[config.mk]
export PLATFORM = sky130hd
export DESIGN_NAME = mem_port_arbiter_flat
export DESIGN_NICKNAME = d
export VERILOG_FILES = /design/src/rtl/mem_port_if.sv /design/src/rtl/mem_port_arbiter.sv /design/src/flat_wrapper.sv
export SDC_FILE = /design/constraint.sdc
export NUM_CORES = 1
export LEC_CHECK = 0
export CORE_AREA = 3 3 197 199
export CTS_BUF_LIST = sky130_fd_sc_hd__clkbuf_4 sky130_fd_sc_hd__clkbuf_8 sky130_fd_sc_hd__clkbuf_16
export DETAILED_ROUTE_END_ITERATION = 8
export DIE_AREA = 0 0 200 202
export PLACE_DENSITY = 0.66
export SYNTH_ARGS = -nofsm -noshare
export SYNTH_HDL_FRONTEND = slang
export SYNTH_SLANG_ARGS = --single-unit
[constraint.sdc]
create_clock -name clk_sys_i -period 19 [get_ports clk_sys_i]
set_clock_uncertainty 0.05 [all_clocks]
set_input_delay 2.85 -clock clk_sys_i [delete_from_list [all_inputs] [get_ports clk_sys_i]]
set_output_delay 2.85 -clock clk_sys_i [all_outputs]
set_load 0.005 [all_outputs]
[src/rtl/mem_port_if.sv]
// mem_port_if: instruction-fetch and load/store request ports plus the RAM macro port
// of the shared data-RAM arbiter; slave is the arbiter side, master the requesters and RAM.
interface mem_port_if #(
    parameter int ADDR_W = 64,
    parameter int DATA_W = 64
);
    logic              if_req;
    logic [ADDR_W-1:0] if_addr;
    logic              if_gnt;
    logic              if_rvalid;
    logic [31:0]       if_rdata;
    logic              ls_req;
    logic              ls_we;
    logic [1:0]        ls_size;
    logic [ADDR_W-1:0] ls_addr;
    logic [DATA_W-1:0] ls_wdata;
    logic              ls_gnt;
    logic              ls_rvalid;
    logic [DATA_W-1:0] ls_rdata;
    logic              ls_err;
    logic              ram_en;
    logic              ram_we;
    logic [7:0]        ram_be;
    logic [ADDR_W-1:0] ram_addr;
    logic [DATA_W-1:0] ram_wdata;
    logic [DATA_W-1:0] ram_rdata;
    logic              busy;
    modport slave (
        input  if_req, if_addr, ls_req, ls_we, ls_size, ls_addr, ls_wdata, ram_rdata,
        output if_gnt, if_rvalid, if_rdata, ls_gnt, ls_rvalid, ls_rdata, ls_err,
               ram_en, ram_we, ram_be, ram_addr, ram_wdata, busy
    );
    modport master (
        output if_req, if_addr, ls_req, ls_we, ls_size, ls_addr, ls_wdata, ram_rdata,
        input  if_gnt, if_rvalid, if_rdata, ls_gnt, ls_rvalid, ls_rdata, ls_err,
               ram_en, ram_we, ram_be, ram_addr, ram_wdata, busy
    );
endinterface

[src/rtl/mem_port_arbiter.sv]
// mem_port_arbiter: shares the single-ported data RAM between instruction fetch and load/store,
// running one access at a time and returning aligned read data or store acks to the winner.
module mem_port_arbiter #(
    parameter int ADDR_W     = 64,
    parameter int DATA_W     = 64,
    parameter int RAM_LAT    = 1,
    parameter int STARVE_MAX = 4
) (
    input logic       clk_sys_i,
    input logic       rst_sys_i,
    mem_port_if.slave bus
);
    localparam int SW = $clog2(STARVE_MAX + 1);
    localparam int LW = RAM_LAT > 1 ? $clog2(RAM_LAT) : 1;
    typedef enum logic [1:0] {IDLE, ACCESS, RESP} state_t;
    state_t            state, state_nxt;
    logic [SW-1:0]     starve;
    logic [LW-1:0]     lat_cnt;
    logic              owner_ls, we_q, err_q;
    logic [1:0]        size_q;
    logic [ADDR_W-1:0] addr_q;
    logic [DATA_W-1:0] wdata_q, ls_rdata_q, size_mask, ls_shifted;
    logic [31:0]       if_rdata_q;
    logic [7:0]        lanes;
    logic              ls_win, ls_mis, lat_done;
    // IF is forced through only once it has lost STARVE_MAX arbitrations in a row
    assign ls_win   = bus.ls_req && !(bus.if_req && starve == SW'(STARVE_MAX));
    assign ls_mis   = |(bus.ls_addr[2:0] & ((3'd1 << bus.ls_size) - 3'd1));
    assign lat_done = lat_cnt == LW'(RAM_LAT - 1);
    always_comb begin
        state_nxt     = state;
        bus.if_gnt    = 1'b0;
        bus.ls_gnt    = 1'b0;
        bus.ram_en    = 1'b0;
        bus.if_rvalid = 1'b0;
        bus.ls_rvalid = 1'b0;
        case (state)
            IDLE: begin
                bus.ls_gnt = ls_win;
                bus.if_gnt = bus.if_req && !ls_win;
                state_nxt  = ls_win ? (ls_mis ? RESP : ACCESS) : bus.if_req ? ACCESS : IDLE;
            end
            ACCESS: begin
                bus.ram_en = 1'b1;
                state_nxt  = lat_done ? RESP : ACCESS;
            end
            RESP: begin
                bus.ls_rvalid = owner_ls;
                bus.if_rvalid = !owner_ls;
                state_nxt     = IDLE;
            end
            default: state_nxt = IDLE;
        endcase
    end
    always_ff @(posedge clk_sys_i or posedge rst_sys_i)
        if (rst_sys_i) state <= IDLE;
        else state <= state_nxt;
    always_ff @(posedge clk_sys_i or posedge rst_sys_i)
        if (rst_sys_i) begin
            starve     <= '0;
            lat_cnt    <= '0;
            owner_ls   <= 1'b0;
            we_q       <= 1'b0;
            err_q      <= 1'b0;
            size_q     <= '0;
            addr_q     <= '0;
            wdata_q    <= '0;
            ls_rdata_q <= '0;
            if_rdata_q <= '0;
        end else begin
            starve  <= !bus.if_req || bus.if_gnt ? '0 :
                       bus.ls_gnt && starve != SW'(STARVE_MAX) ? starve + 1'b1 : starve;
            lat_cnt <= state == ACCESS && !lat_done ? lat_cnt + 1'b1 : '0;
            if (bus.ls_gnt || bus.if_gnt) begin
                owner_ls <= bus.ls_gnt;
                we_q     <= bus.ls_gnt && bus.ls_we;
                err_q    <= bus.ls_gnt && ls_mis;
                size_q   <= bus.ls_gnt ? bus.ls_size : 2'd2;
                addr_q   <= bus.ls_gnt ? bus.ls_addr : bus.if_addr;
                wdata_q  <= bus.ls_wdata;
                if (bus.ls_gnt && ls_mis) ls_rdata_q <= '0;
            end
            if (state == ACCESS && lat_done) begin
                if (!owner_ls) if_rdata_q <= addr_q[2] ? bus.ram_rdata[63:32] : bus.ram_rdata[31:0];
                else if (!we_q) ls_rdata_q <= ls_shifted & size_mask;
            end
        end
    // shifting all-ones by 64 for a doubleword leaves nothing, so the mask becomes all ones
    assign size_mask     = ~({DATA_W{1'b1}} << (7'd8 << size_q));
    assign ls_shifted    = bus.ram_rdata >> {addr_q[2:0], 3'b000};
    assign lanes         = 8'((9'd1 << (4'd1 << size_q)) - 9'd1);
    assign bus.ram_be    = !bus.ram_en ? 8'h00 : owner_ls ? lanes << addr_q[2:0] : 8'hFF;
    assign bus.ram_we    = bus.ram_en && we_q;
    assign bus.ram_addr  = {addr_q[ADDR_W-1:3], 3'b000};
    assign bus.ram_wdata = wdata_q << {addr_q[2:0], 3'b000};
    assign bus.ls_err    = bus.ls_rvalid && err_q;
    assign bus.ls_rdata  = ls_rdata_q;
    assign bus.if_rdata  = if_rdata_q;
    assign bus.busy      = state != IDLE;
endmodule

[src/flat_wrapper.sv]
// flat-port wrapper written by rule: the top's interface ports become plain ports
module mem_port_arbiter_flat 
#(
    parameter int ADDR_W     = 64,
    parameter int DATA_W     = 64,
    parameter int RAM_LAT    = 1,
    parameter int STARVE_MAX = 4
)
  (clk_sys_i, rst_sys_i, bus_if_req, bus_if_addr, bus_ls_req, bus_ls_we, bus_ls_size, bus_ls_addr, bus_ls_wdata, bus_ram_rdata, bus_if_gnt, bus_if_rvalid, bus_if_rdata, bus_ls_gnt, bus_ls_rvalid, bus_ls_rdata, bus_ls_err, bus_ram_en, bus_ram_we, bus_ram_be, bus_ram_addr, bus_ram_wdata, bus_busy);
  mem_port_if #(.ADDR_W(ADDR_W), .DATA_W(DATA_W)) bus_i ();
  input logic clk_sys_i;
  input logic rst_sys_i;
  input wire logic [$bits(bus_i.if_req)-1:0] bus_if_req;
  input wire logic [$bits(bus_i.if_addr)-1:0] bus_if_addr;
  input wire logic [$bits(bus_i.ls_req)-1:0] bus_ls_req;
  input wire logic [$bits(bus_i.ls_we)-1:0] bus_ls_we;
  input wire logic [$bits(bus_i.ls_size)-1:0] bus_ls_size;
  input wire logic [$bits(bus_i.ls_addr)-1:0] bus_ls_addr;
  input wire logic [$bits(bus_i.ls_wdata)-1:0] bus_ls_wdata;
  input wire logic [$bits(bus_i.ram_rdata)-1:0] bus_ram_rdata;
  output wire logic [$bits(bus_i.if_gnt)-1:0] bus_if_gnt;
  output wire logic [$bits(bus_i.if_rvalid)-1:0] bus_if_rvalid;
  output wire logic [$bits(bus_i.if_rdata)-1:0] bus_if_rdata;
  output wire logic [$bits(bus_i.ls_gnt)-1:0] bus_ls_gnt;
  output wire logic [$bits(bus_i.ls_rvalid)-1:0] bus_ls_rvalid;
  output wire logic [$bits(bus_i.ls_rdata)-1:0] bus_ls_rdata;
  output wire logic [$bits(bus_i.ls_err)-1:0] bus_ls_err;
  output wire logic [$bits(bus_i.ram_en)-1:0] bus_ram_en;
  output wire logic [$bits(bus_i.ram_we)-1:0] bus_ram_we;
  output wire logic [$bits(bus_i.ram_be)-1:0] bus_ram_be;
  output wire logic [$bits(bus_i.ram_addr)-1:0] bus_ram_addr;
  output wire logic [$bits(bus_i.ram_wdata)-1:0] bus_ram_wdata;
  output wire logic [$bits(bus_i.busy)-1:0] bus_busy;
  assign bus_i.if_req = bus_if_req;
  assign bus_i.if_addr = bus_if_addr;
  assign bus_i.ls_req = bus_ls_req;
  assign bus_i.ls_we = bus_ls_we;
  assign bus_i.ls_size = bus_ls_size;
  assign bus_i.ls_addr = bus_ls_addr;
  assign bus_i.ls_wdata = bus_ls_wdata;
  assign bus_i.ram_rdata = bus_ram_rdata;
  assign bus_if_gnt = bus_i.if_gnt;
  assign bus_if_rvalid = bus_i.if_rvalid;
  assign bus_if_rdata = bus_i.if_rdata;
  assign bus_ls_gnt = bus_i.ls_gnt;
  assign bus_ls_rvalid = bus_i.ls_rvalid;
  assign bus_ls_rdata = bus_i.ls_rdata;
  assign bus_ls_err = bus_i.ls_err;
  assign bus_ram_en = bus_i.ram_en;
  assign bus_ram_we = bus_i.ram_we;
  assign bus_ram_be = bus_i.ram_be;
  assign bus_ram_addr = bus_i.ram_addr;
  assign bus_ram_wdata = bus_i.ram_wdata;
  assign bus_busy = bus_i.busy;
  mem_port_arbiter #(.ADDR_W(ADDR_W), .DATA_W(DATA_W), .RAM_LAT(RAM_LAT), .STARVE_MAX(STARVE_MAX)) u_core (.clk_sys_i(clk_sys_i), .rst_sys_i(rst_sys_i), .bus(bus_i));
endmodule
==> impl_metrics.env, run 1 <==
export IMPL_outcome="finished, final reports clean"
export IMPL_worst_path_max_fanout=26
export IMPL_cts_sinks=235
export IMPL_wire_per_inst_um=23.0
export IMPL_row_count=71
export IMPL_synth_top_area_share_pct=44.6
export IMPL_area_delta_synth_final_pct=43.9
export IMPL_fmax_mhz=125
export IMPL_fin_crit_sh_pct=42.1
export IMPL_via_per_inst=5.30
export IMPL_fp_coreArea_um2=37400
export IMPL_relSlewSlack_pct=29.3
export IMPL_dr_total_vias=11644
export IMPL_grt_max_degree=100
export IMPL_antenna_left=0
export IMPL_die_x_um=200
export IMPL_insertion_delay_ns=0.54
export IMPL_fp_dieH_um=202
export IMPL_syn_area_um2=13200
export IMPL_placed_area_um2=18000
export IMPL_setup_violations=0
export IMPL_grt_pass1_vias=11832
export IMPL_critPathBufInv=2
export IMPL_multi_input_area_um2=6390
export IMPL_fin_crit_ns=8.00
export IMPL_synth_seq_cells=235
export IMPL_ir_worst_vdd_uv=68.3
export IMPL_h_tree_depth=1
export IMPL_postCtsSetupBuffers=0
export IMPL_numCtsBuffers=28
export IMPL_synth_edff_count=0
export IMPL_cts_hold_buf=0
export IMPL_criticalPathCategory="in -> out"
export IMPL_numPortBuffers=499
export IMPL_cp_top_family="buffers and inverters"
export IMPL_path_cells="clkdlybuf4s50_1 > nand2_2 > a21oi_1 > clkdlybuf4s50_1"
export IMPL_crit_required_ns=16.10
export IMPL_tritoncts="done"
export IMPL_dp_hpwl_mm=38.1
export IMPL_synth_cell_types=47
export IMPL_nFillCells=3354
export IMPL_io_pins=503
export IMPL_crit_arrival_ns=5.10
export IMPL_grt_pass1_wl_mm=73.5
export IMPL_drc_errors=0
export IMPL_antenna_found_initial=2
export IMPL_wl_mm=50.6
export IMPL_gp_congestion=0.935
export IMPL_drive_gt1_share_pct=10.1
export IMPL_hold_viol_final=0
export IMPL_drt_iter0_drc=606
export IMPL_firstDrtPassIters=5
export IMPL_synth_cells=1293
export IMPL_cp_start_kind="input port"
export IMPL_synth_top_cell_by_area="dfrtp_1"
export IMPL_fin_setup_tns_ns=0
export IMPL_ys_seq_area_share_pct=44.6
export IMPL_synthFlopType="dfrtp_1"
export IMPL_cts_path_max_buffers=3
export IMPL_worst_path_most_repeated_cell="clkdlybuf4s50_1"
export IMPL_regArea_um2=5890
export IMPL_cts_resized=0
export IMPL_finalNetCount=1935
export IMPL_ys_warn_count=0
export IMPL_worst_slew_pin_slew_ns=1.06
export IMPL_maxCapViolCount=0
export IMPL_stdcell_area_um2=19000
export IMPL_synth_area_top_cells="dfrtp_1, mux2i_1, mux2_2"
export IMPL_async_flop_share_pct=100
export IMPL_critPathSlowestCell="clkdlybuf4s50_1"
export IMPL_critPathCaptureType="output port"
export IMPL_initial_utilization_pct=35.2
export IMPL_leakagePower_nw=7.84
export IMPL_grt_use_total_pct=23.8
export IMPL_drv_slew=0
export IMPL_grt_overflow=0
export IMPL_crit_path_max_incr_delay_ns=0.64
export IMPL_synth_area_per_cell_um2=10.2
export IMPL_p_per_area_nw_per_um2=172
export IMPL_clk_pin_slew_ns=0.05
export IMPL_hp_class="reg -> reg"
export IMPL_rsz0062_at_grt="no"
export IMPL_die_area_um2=40400
export IMPL_cts_root_buf="clkbuf_16"
[where the power goes]
group / switching [mW] / total, mW / internal, mW
clock network: 0.214 / 0.543 / 0.329
logic: 0.826 / 1.78 / 0.954
registers: 0.220 / 0.937 / 0.718
[cells in the final DEF (no fill, tap or decap), drive strengths merged, types with 2 or more instances in the layout]
master,synthesis,final
nor2b,5,5
o2bb2ai,34,34
o211ai,8,8
nor3,3,3
nand2b,4,4
a21o,2,2
a22o,24,24
ha,3,3
o31ai,2,2
inv,9,9
nand3,4,4
mux4,8,8
or3,3,3
and2,12,12
clkinv,0,4
mux2i,208,208
clkdlybuf4s50,0,499
o32ai,8,8
buf,116,10
bufinv,0,2
nand3b,2,2
nor3b,3,3
dfrtp,235,235
o22ai,16,16
mux2,88,88
a21oi,78,78
clkbuf,50,40
a32o,8,8
a31oi,2,2
nand2,105,105
nor2,134,134
a22oi,9,9
conb,1,4
o21ai,101,101
[cells in the mapped netlist (2+ instances only)]
master	n
clkbuf_1	49
a22o_1	24
nor3b_1	3
o32ai_1	8
o22ai_1	16
mux2i_1	208
nand2b_1	4
inv_1	8
o211ai_1	8
a21oi_1	78
nor2_1	133
a21o_1	2
or3_1	3
a22oi_1	9
o2bb2ai_1	34
nor2b_1	5
buf_1	10
dfrtp_1	235
o21ai_0	101
mux2_2	88
nand3b_1	2
buf_4	65
a32o_1	8
ha_1	3
nand2_1	105
buf_2	40
mux4_2	8
and2_1	12
o31ai_1	2
nand3_1	4
a31oi_1	2
[state kept, by name (all words and copies together) (netlist names)]
signal and count:
u_core.bus.if_rdata 32, u_core.starve 3, u_core.lat_cnt 1, u_core.state 2, u_core.size_q 2, u_core.bus.ls_rdata 64, u_core.owner_ls 1, u_core.addr_q 64
u_core.wdata_q 64, u_core.we_q 1, u_core.err_q 1
[kinds of logic after synthesis]
family | Yosys count | synth area share, %
flip-flops | 235 | 44.6
AO/OA/AOI/OAI | 296 | 14.1
buffers and inverters | 175 | 7.28
AND/OR/NAND/NOR | 279 | 8.97
other | 1 | 0.0285
multiplexers | 304 | 24.7
adder cells (fa/ha/maj) | 3 | 0.285
[tightest hold or removal path, cell delays in order (launching register included)]
cell and delay (ns):
dfrtp_1 0.34, nand2_1 0.05, nand2_1 0.06
[final timing paths]
check | cells past startpoint | startpoint | slack [ns] | endpoint
max | 4 | bus_if_req | 11.00 | bus_if_gnt
min | 2 | u_core.err_q | 0.43 | u_core.err_q
max reg2reg | 4 | u_core.addr_q[0] | 15.66 | u_core.bus.ls_rdata[2]
min reg2reg | 2 | u_core.err_q | 0.43 | u_core.err_q
max in group asynchronous | 4 | rst_sys_i | 13.76 | u_core.wdata_q[6]
min in group asynchronous | 2 | rst_sys_i | 2.74 | u_core.addr_q[4]
[per-stage QoR]
| stage | total power [mW] | instances | utilization (%) | hold slack, ns | worst slack (ns) |
|---|---|---|---|---|---|
| detailed placement | 2.73 | 2150 | 48.2 | 0.422 | 11.01 |
| CTS | 3.29 | 2197 | 50.7 | 0.435 | 10.99 |
| global placement | 2.70 | 2150 | 48.2 | 0.411 | 11.03 |
| finish | 3.26 | 2198 | 50.7 | 0.432 | 11.00 |
| floorplan | 1.90 | 1296 | - | 0.388 | 9.65 |
| global route | 3.46 | 2198 | 50.7 | 0.459 | 10.89 |
[routing by layer]
layer / global-route usage [%] / routed length (µm) / vias to the layer above
li1: - / - / 5302
met1: 29.0 / 19700 / 5679
met2: 40.4 / 24300 / 555
met3: 5.27 / 4170 / 106
met4: 10.5 / 2390 / 2
met5: 0 / 14 / -
[layout make-up]
class | instances | share of cell area, %
Tap cell | 511 | 3.37
Inverter | 9 | 0.218
Timing Repair Buffer | 509 | 26.7
Sequential cell | 235 | 31.1
Multi-Input combinational cell | 886 | 33.7
Antenna cell | 1 | 0.0132
Clock inverter | 7 | 0.462
Clock buffer | 40 | 4.40
Power figures use the tool's default switching activity.
==> inputs of run 2 (changes only) <==
--- a/config.mk
+++ b/config.mk
@@ -5,11 +5,11 @@
 export SDC_FILE = /design/constraint.sdc
 export NUM_CORES = 1
 export LEC_CHECK = 0
-export CORE_AREA = 3 3 197 199
+export CORE_AREA = 3 3 195 197
 export CTS_BUF_LIST = sky130_fd_sc_hd__clkbuf_4 sky130_fd_sc_hd__clkbuf_8 sky130_fd_sc_hd__clkbuf_16
 export DETAILED_ROUTE_END_ITERATION = 8
-export DIE_AREA = 0 0 200 202
-export PLACE_DENSITY = 0.66
+export DIE_AREA = 0 0 198 200
+export PLACE_DENSITY = 0.7
 export SYNTH_ARGS = -nofsm -noshare
 export SYNTH_HDL_FRONTEND = slang
 export SYNTH_SLANG_ARGS = --single-unit
==> constraint.sdc (replaced) <==
create_clock -name clk_sys_i -period 6.6 [get_ports clk_sys_i]
set_clock_uncertainty 0.05 [all_clocks]
set_input_delay 0.99 -clock clk_sys_i [delete_from_list [all_inputs] [get_ports clk_sys_i]]
set_output_delay 0.99 -clock clk_sys_i [all_outputs]
set_load 0.005 [all_outputs]
==> run 2 against run 1 <==
Combinational power rose to 2.9 times the previous value; sequential power rose to 2.9 times the previous value; non-clock buffer count rose by 1; final area rose by 0.38%; register-to-register slack got worse by 12 ns; setup slack got worse by 9.4 ns; total power rose to 2.9 times the previous value; worst hold slack got worse by 0.0030 ns; global-route usage rose by 0.50 points; final cell count fell by 1.7%; largest power group unchanged; highest routed layer is now met4.
==> impl_metrics.env, run 2 (synthesis results as in run 1) <==
export IMPL_insertion_delay_ns=0.54
export IMPL_leakagePower_nw=7.89
export IMPL_fin_crit_sh_pct=76.4
export IMPL_io_pins=503
export IMPL_antenna_found_initial=1
export IMPL_use_met3_pct=5.25
export IMPL_hp_class="reg -> reg"
export IMPL_placed_area_um2=18000
export IMPL_criticalPathCategory="reg -> out"
export IMPL_crit_arrival_ns=4.00
export IMPL_drv_slew=0
export IMPL_finalNetCount=1936
export IMPL_dr_total_vias=11686
export IMPL_wire_per_inst_um=23.5
export IMPL_via_per_inst=5.41
export IMPL_postCtsSetupBuffers=0
export IMPL_cts_path_max_buffers=3
export IMPL_ir_worst_vdd_uv=233
export IMPL_row_count=70
export IMPL_cts_root_buf="clkbuf_16"
export IMPL_critPathCaptureType="output port"
export IMPL_setup_violations=0
export IMPL_grt_pass1_vias=11917
export IMPL_firstDrtPassIters=5
export IMPL_p_per_area_nw_per_um2=502
export IMPL_finish_utilization_pct=52.2
export IMPL_drive_gt1_share_pct=10.3
export IMPL_crit_required_ns=5.56
export IMPL_cp_start_kind="flop"
export IMPL_finalNonFillerCells=2160
export IMPL_hold_start="u_core.err_q"
export IMPL_drt_iter0_drc=724
export IMPL_grt_use_total_pct=24.3
export IMPL_grt_pass1_wl_mm=74.1
export IMPL_fin_setup_tns_ns=0
export IMPL_fin_crit_ns=5.04
export IMPL_gp_congestion=0.951
export IMPL_finalPower_mw=9.55
export IMPL_numPortBuffers=499
export IMPL_fp_coreArea_um2=36400
export IMPL_area_delta_synth_final_pct=44.4
export IMPL_h_tree_depth=1
export IMPL_fp_dieH_um=200
export IMPL_die_area_um2=39600
export IMPL_r2r_slack_ns=3.28
export IMPL_hold_viol_final=0
export IMPL_reg2reg_from="u_core.addr_q[0]"
export IMPL_use_met1_pct=30.2
export IMPL_numCtsBuffers=28
export IMPL_maxCapViolCount=0
export IMPL_cts_hold_buf=0
export IMPL_placed_cells=2108
export IMPL_wl_mm=50.7
export IMPL_cts_resized=0
export IMPL_grt_max_degree=161
export IMPL_grt_use_met2_pct=42.9
export IMPL_antenna_left=0
export IMPL_grt_overflow=0
export IMPL_worstSetupStartpoint="u_core.addr_q[2]"
export IMPL_die_x_um=198
export IMPL_stdcell_area_um2=19000
export IMPL_relSlewSlack_pct=27.2
export IMPL_worst_slew_pin_slew_ns=1.09
export IMPL_initial_utilization_pct=36.2
export IMPL_layout_commonest_cell="clkdlybuf4s50_1"
export IMPL_layout_common_cells="clkdlybuf4s50_1, dfrtp_1, mux2i_1"
export IMPL_worst_path_max_fanout=43
export IMPL_fmax_mhz=198
export IMPL_dp_hpwl_mm=38.1
export IMPL_tritoncts="done"
export IMPL_clk_pin_slew_ns=0.06
export IMPL_busiest_layer="met2"
export IMPL_cts_sinks=235
export IMPL_outcome="finished, final reports clean"
export IMPL_drc_errors=0
export IMPL_rsz0062_at_grt="no"
==> run 2: worst max-delay path: stages (launching register included) <==
cell	delay, ns
dfrtp_4	0.75
nand2b_1	0.70
nor2_2	1.01
o21ai_0	0.17
o31ai_1	0.20
clkdlybuf4s50_1	0.62
==> run 2: per-layer routing <==
metal / share of wire (%) / up-vias
met3: 7.5 / 98
met2: 50 / 553
met4: 3.2 / 0
met5: 0 / -
met1: 40 / 5717
li1: - / 5318
==> run 2: stage by stage <==
step	hold WS (ns)	setup slack (ns)
3_3_place_gp	0.417	2.16
6_report	0.429	1.56
2_1_floorplan	0.388	2.48
3_5_place_dp	0.423	2.13
4_1_cts	0.440	1.51
5_1_grt	0.466	1.35
==> run 2: worst paths after layout <==
path	to	cells after the start
setup / recovery	bus_ram_be[4]	5
hold / removal	u_core.err_q	2
setup reg to reg	u_core.bus.ls_rdata[3]	4
hold reg to reg	u_core.err_q	2
max in group asynchronous	u_core.bus.ls_rdata[39]	4
min in group asynchronous	u_core.bus.ls_rdata[37]	3
==> run 2: area by class of cell <==
cell class	count	area, µm²
Fill cell	3315	17400
Multi-Input combinational cell	886	6390
Sequential cell	235	5890
Timing Repair Buffer	510	5090
Clock buffer	36	786
Tap cell	468	586
Clock inverter	14	241
Inverter	9	37.5
Antenna cell	2	5.00
==> run 2: report_power, final <==
group,switching [mW],internal (mW),total [mW]
Combinational,2.41,2.75,5.16
Sequential,0.616,2.07,2.68
Clock,0.632,1.07,1.71
Total,3.66,5.89,9.55
